[config.mk]
export PLATFORM = sky130hd
export DESIGN_NAME = event_fifo_reader
export DESIGN_NICKNAME = d
export VERILOG_FILES = /design/src/rtl/event_fifo_reader_pkg.sv /design/src/rtl/out_skid_fifo.sv /design/src/rtl/event_fifo_reader.sv
export SDC_FILE = /design/constraint.sdc
export NUM_CORES = 1
export LEC_CHECK = 0
export CAP_MARGIN = 20
export CORE_UTILIZATION = 35
export CTS_BUF_LIST = sky130_fd_sc_hd__clkbuf_16
export CTS_CLUSTER_DIAMETER = 60
export DETAILED_ROUTE_END_ITERATION = 8
export PLACE_DENSITY_LB_ADDON = 0.25
export SLEW_MARGIN = 20
export SYNTH_ARGS = -nofsm -noshare
export SYNTH_HDL_FRONTEND = slang
export SYNTH_HIERARCHICAL = 1
export SYNTH_SLANG_ARGS = --single-unit
[constraint.sdc]
create_clock -name Clock -period 3.7 [get_ports Clock]
set_input_delay 1.11 -clock Clock [delete_from_list [all_inputs] [get_ports Clock]]
set_output_delay 1.11 -clock Clock [all_outputs]
set_load 0.01 [all_outputs]
[src/rtl/event_fifo_reader_pkg.sv]
// event_fifo_reader_pkg: tag codes, FSM state type and output buffer word layout shared by the event reader
package event_fifo_reader_pkg;
  localparam logic [1:0] TAG_HDR = 2'b10;
  localparam logic [1:0] TAG_SMP = 2'b00;
  localparam logic [1:0] TAG_TRL = 2'b01;
  localparam logic [1:0] TAG_RSV = 2'b11;
  typedef enum logic {WAIT_HDR, PAYLOAD} state_t;
  typedef struct packed {
    logic        sof;
    logic        eof;
    logic [15:0] data;
  } buf_word_t;
  localparam int BUF_W = $bits(buf_word_t);
endpackage

[src/rtl/out_skid_fifo.sv]
// out_skid_fifo: small valid/ready FIFO used as the reader's output buffer
//   clk, rst                      : clock, synchronous active-high reset
//   in_valid/in_ready/in_data     : write side
//   out_valid/out_ready/out_data  : read side; out_data is zero while empty
//   occupancy                     : number of stored entries
module out_skid_fifo #(
  parameter int DEPTH = 2,
  parameter int WIDTH = 18
) (
  input  logic                         clk,
  input  logic                         rst,
  input  logic                         in_valid,
  output logic                         in_ready,
  input  logic [WIDTH-1:0]             in_data,
  output logic                         out_valid,
  input  logic                         out_ready,
  output logic [WIDTH-1:0]             out_data,
  output logic [$clog2(DEPTH+1)-1:0]   occupancy
);
  localparam int AW = $clog2(DEPTH);
  localparam int CW = $clog2(DEPTH+1);
  logic [WIDTH-1:0] mem [DEPTH];
  logic [AW-1:0] wr_ptr, rd_ptr;
  logic push, pop;
  assign in_ready  = occupancy != CW'(DEPTH);
  assign out_valid = occupancy != '0;
  assign out_data  = out_valid ? mem[rd_ptr] : '0;
  assign push      = in_valid & in_ready;
  assign pop       = out_valid & out_ready;
  always_ff @(posedge clk)
    if (push) mem[wr_ptr] <= in_data;
  always_ff @(posedge clk) begin
    if (rst) begin
      wr_ptr    <= '0;
      rd_ptr    <= '0;
      occupancy <= '0;
    end else begin
      if (push) wr_ptr <= wr_ptr == AW'(DEPTH-1) ? '0 : wr_ptr + 1'b1;
      if (pop) rd_ptr <= rd_ptr == AW'(DEPTH-1) ? '0 : rd_ptr + 1'b1;
      occupancy <= occupancy + CW'(push) - CW'(pop);
    end
  end
endmodule

[src/rtl/event_fifo_reader.sv]
// event_fifo_reader: reads tagged words from an event FIFO, checks framing, forwards SOF/EOF-marked payload
//   Clock, Reset          : clock, synchronous active-high reset
//   Enable                : permits new FIFO reads
//   FIFO_Empty/FIFO_Q/FIFO_RE : event FIFO read port, data one cycle after FIFO_RE
//   Out_Valid/Out_Ready/Out_Data/Out_SOF/Out_EOF : output stream
//   Busy                  : inside an event (PAYLOAD)
//   Event_Count           : completed events delivered, wraps
//   Format_Error/Clear_Error : sticky framing error and its clear
module event_fifo_reader
  import event_fifo_reader_pkg::*;
#(
  parameter int g_CountWidth = 16,
  parameter int g_BufDepth   = 2
) (
  input  logic                    Clock,
  input  logic                    Reset,
  input  logic                    Enable,
  input  logic                    FIFO_Empty,
  input  logic [17:0]             FIFO_Q,
  output logic                    FIFO_RE,
  input  logic                    Out_Ready,
  output logic                    Out_Valid,
  output logic [15:0]             Out_Data,
  output logic                    Out_SOF,
  output logic                    Out_EOF,
  output logic                    Busy,
  output logic [g_CountWidth-1:0] Event_Count,
  output logic                    Format_Error,
  input  logic                    Clear_Error
);
  localparam int OW = $clog2(g_BufDepth+1);
  state_t state, state_nx;
  logic rd_pend, cap, pop, push, err_set, in_ready;
  logic [1:0] tag;
  logic [OW-1:0] occ;
  logic [OW:0] fill;
  buf_word_t in_word, out_word;
  assign tag  = FIFO_Q[17:16];
  // a word read before Reset is dropped because capture is gated by Reset
  assign cap  = rd_pend & ~Reset;
  assign pop  = Out_Valid & Out_Ready;
  // every read in flight reserves a slot, so the buffer can never overflow
  assign fill = {1'b0, occ} + (OW+1)'(rd_pend) - (OW+1)'(pop);
  assign FIFO_RE = Enable & ~FIFO_Empty & ~Reset & (fill < (OW+1)'(g_BufDepth));
  always_ff @(posedge Clock)
    state <= Reset ? WAIT_HDR : state_nx;
  always_comb
    state_nx = !cap ? state :
               (state == WAIT_HDR && tag == TAG_HDR) ? PAYLOAD :
               (state == PAYLOAD && tag == TAG_TRL) ? WAIT_HDR : state;
  always_comb begin
    push    = cap & in_ready & (tag == TAG_HDR | (state == PAYLOAD & tag != TAG_RSV));
    err_set = cap & (tag == TAG_RSV | (state == WAIT_HDR & tag != TAG_HDR) | (state == PAYLOAD & tag == TAG_HDR));
    in_word = '{sof: tag == TAG_HDR, eof: tag == TAG_TRL, data: FIFO_Q[15:0]};
    Busy    = state == PAYLOAD;
  end
  always_ff @(posedge Clock) begin
    if (Reset) begin
      rd_pend      <= 1'b0;
      Event_Count  <= '0;
      Format_Error <= 1'b0;
    end else begin
      rd_pend      <= FIFO_RE;
      Event_Count  <= Event_Count + g_CountWidth'(pop & Out_EOF);
      Format_Error <= err_set | (Format_Error & ~Clear_Error);
    end
  end
  out_skid_fifo #(.DEPTH(g_BufDepth), .WIDTH(BUF_W)) u_buf (
    .clk       (Clock),
    .rst       (Reset),
    .in_valid  (push),
    .in_ready  (in_ready),
    .in_data   (in_word),
    .out_valid (Out_Valid),
    .out_ready (Out_Ready),
    .out_data  (out_word),
    .occupancy (occ)
  );
  assign Out_SOF  = out_word.sof;
  assign Out_EOF  = out_word.eof;
  assign Out_Data = out_word.data;
endmodule

==> summary.md <==
| Metric | Value |
|---|---|
| YS warnings | `6` |
| Fin worst setup slack | `-0.01214 ns` |
| Die Span Y | `just under 90 um` |
| Clock latency on the worst-skew pair | `0.31 ns` |
| TritonRoute pass-1 iters | `4` |
| Tcrit/Tclk final | `100.3%` |
| Hpwl dp | `3478 um` |
| Hold_buf cts | `0` |
| Outcome | `finished with violations` |
| Total track usage | `14.08%` |
| Floorplan core area | `7214 um^2` |
| LEAKAGE | `0.001288 uW` |
| Vias/cell | `4.657` |
| Root buffer cell | `clkbuf_16` |
| Critical path capture point type | `output pin` |
| Critical Path Start | `Out_Ready` |
| Worst Path Class, Setup | `in2out` |
| Yosys reg bits | `60` |
| Global-route wire length before repair | `8128 um` |
| H-tree depth | `3` |
| Maximum VDD drop | `0.2494 mV` |
| Share of cells above drive strength 1 | `about 14%` |
| Placer Congestion | `approximately 0.81` |
| IO buf count | `61` |
| Syn Nets | `243` |
| Synth-to-layout area growth | `41.43%` |
| Hold path startpoint | `Format_Error` |
| Total power | `2201 uW` |
| Post-layout min period | `3.712 ns` |
| CP startpoint kind | `input pin` |
| Hold Slack | `0.4729 ns` |
| Final setup vio count | `1` |
| Post-synth EDFFs | `36` |
| Final hold vios | `0` |
| Failing checks | `negative setup slack` |
| Post-synthesis sequential area ratio | `between 60 and 70%` |
| CP peak stage delay | `0.50 ns` |
| Skew final | `0.004594 ns` |
| Mapped cell area | `2600 um^2` |
| Worst r2r dst | `Event_Count[14]` |
| Number of core rows | `31` |
| Hold path depth | `2` |
| Synth Flop Type | `edfxtp_1` |
| Overflow after GRT | `0` |
| PwrDens | `598.5 nW/um^2` |
| Initial core utilization | `36.04%` |
| Nets | `between 300 and 400` |
| Initial DRC Count | `37` |
| Clk slew on worst S/H paths | `approximately 0.050 ns` |
| Crit path DAT | `2.60 ns` |
| Vias in the first global route | `between 1500 and 2000` |
| F_max | `269.4 MHz` |
| Flop2flop setup slack | `0.94 ns` |
| Min-Delay Path Class | `reg2reg` |
| Slew headroom | `just under 70%` |
| Max cap viols | `0` |
| Ports | `62` |
| Average wire per standard cell | `13.28 um` |
| WHS Endpoint | `Format_Error` |
| Synth cell types | `39` |
| Gate Count Post-Synth | `213` |
| Worst path bufs/invs | `2` |
| Fin. max-slew vios | `0` |
| Critical-path cell list | `buf_8, and2_4, ha_4, nand2b_4, fa_1, nand2_2, nor4_2, buf_2` |
| Req. time, crit path | `2.59 ns` |
| Pin count of the biggest net entering global routing | `31` |
| TritonCTS Buffers | `9` |
| ANT nets after route | `0` |
| Worst Path Max Fanout | `3` |
| Unrepaired setup endpoints after global routing | `yes` |
| Crit-path slowest cell | `fa_1` |
| Die area | `7777 um^2` |
| FF-to-FF path depth | `8` |
| DR vias | `1821` |
| Residual DRC | `0` |
| Syn avg cell area | `12.21 um^2` |
| Final wirelength | `around 5200 um` |
| Post-Place Setup Slack | `-0.9175 ns` |
| Post-layout util | `50.97%` |
| Clock Path Buffers | `2` |
| Clock sinks | `60` |
| Die width | `88.19 um` |
| Ant diodes | `0` |
| Crit path max-delay family | `adder cells` |
| Initial antenna violation count | `0` |
| Post-synthesis async set-or-reset flop share | `0%` |
| Worst-margin pin slew | `0.4710 ns` |
| TritonCTS clock tree | `yes` |
[cells in the final DEF (no fill, tap or decap), types with 4 or more instances in the layout]
cell type / n
nand2b_1: 5
edfxtp_1: 36
nand2_1: 4
o31ai_1: 4
inv_1: 10
clkdlybuf4s50_1: 59
nor2b_1: 8
clkbuf_16: 9
nor2_1: 30
ha_1: 4
or4_1: 4
buf_4: 7
dfxtp_1: 24
a21oi_1: 9
nand3_1: 5
mux2i_1: 18
nor4_1: 5
xor2_1: 4
[synthesized netlist by cell type, types with 2 or more instances]
cell type	number	area share, %
a21oi_1	9	1.7
and2_1	2	0.48
buf_4	2	0.58
clkbuf_1	2	0.29
dfxtp_1	24	18
edfxtp_1	36	42
ha_1	5	2.4
inv_1	10	1.4
mux2_1	2	0.87
mux2_2	2	0.87
mux2i_1	18	6.9
nand2_1	5	0.72
nand2b_1	6	1.4
nand3_1	5	0.96
nand4_1	3	0.72
nand4_2	3	1.4
nor2_1	30	4.3
nor2b_1	8	1.9
nor4_1	6	1.4
o21ai_0	3	0.58
o21ai_2	2	0.67
o31ai_1	4	1.2
or3_1	3	0.72
or4_1	4	1.2
xnor2_1	2	0.67
xor2_1	4	1.3
[cells by family after synthesis]
group | share of synthesized area (%)
buf+inv | 2.743
simple gates | 18.29
flops | 60.06
mux | 8.662
fa+ha+maj | 3.176
xor+xnor | 2.021
compound gates | 5.053
[layout make-up]
cell class,instances,area [um^2]
clock buffer,9,225.2
clock inverter,7,67.56
fill,677,3537
inverter,10,37.54
multi-input combinational,138,998.5
sequential,60,1562
tap,99,123.9
timing repair buffer,68,663.1
[tightest hold or removal path, cell delays in order (launching register included)]
cell	delay (ns)
dfxtp_1	0.31
nand2b_1	0.06
a21oi_1	0.05
[metrics by stage]
step	instances	setup TNS (ns)	instance area [um^2]
after floorplan	213	0	2600
after global placement	375	-0.8631	3353
after detailed placement	375	-0.9175	3353
after CTS	391	-0.09580	3665
after global routing	391	-0.09615	3677
final	391	-0.01214	3677
[state kept, by name, indices dropped and copies added (netlist names), named ones only]
| register | cells |
|---|---|
| Event_Count | 16 |
| u_buf/mem | 36 |
| Busy | 1 |
| u_buf/wr_ptr | 1 |
| u_buf/rd_ptr | 1 |
| u_buf/occupancy | 2 |
| Format_Error | 1 |
| rd_pend | 1 |
[timing repair]
item | 4_1_cts | 5_1_grt
gates resized for setup | 13 | 3
buffers inserted | 0 | 0
pin swaps | 3 | 2
setup endpoints to repair | 1 | 1
hold endpoints to repair | 0 | 0
[layer usage]
layer,vias to the layer above,global-route usage [%],share of wire [%]
li1,929,-,-
met1,842,16.12,44
met2,46,24.97,49
met3,4,3.582,5.7
met4,0,5.718,0.48
met5,-,0,0
[power breakdown]
group / internal [uW] / total (uW) / switching [uW] / leakage [uW]
combinational: 341 / 637 / 296 / 0.000631
clock: 516 / 794 / 278 / 0.000139
sequential: 738 / 770 / 32.0 / 0.000518
[worst max-delay path by stage]
stage | endpoint | slack (ns) | cells after the start
finish | FIFO_RE | -0.01 | 8
CTS | FIFO_RE | -0.1 | 8
global route | FIFO_RE | -0.1 | 8
global placement | FIFO_RE | -0.86 | 8
floorplan | FIFO_RE | 0.02 | 6
detailed placement | FIFO_RE | -0.92 | 8
Note: power is estimated with default switching activity, not from simulation.
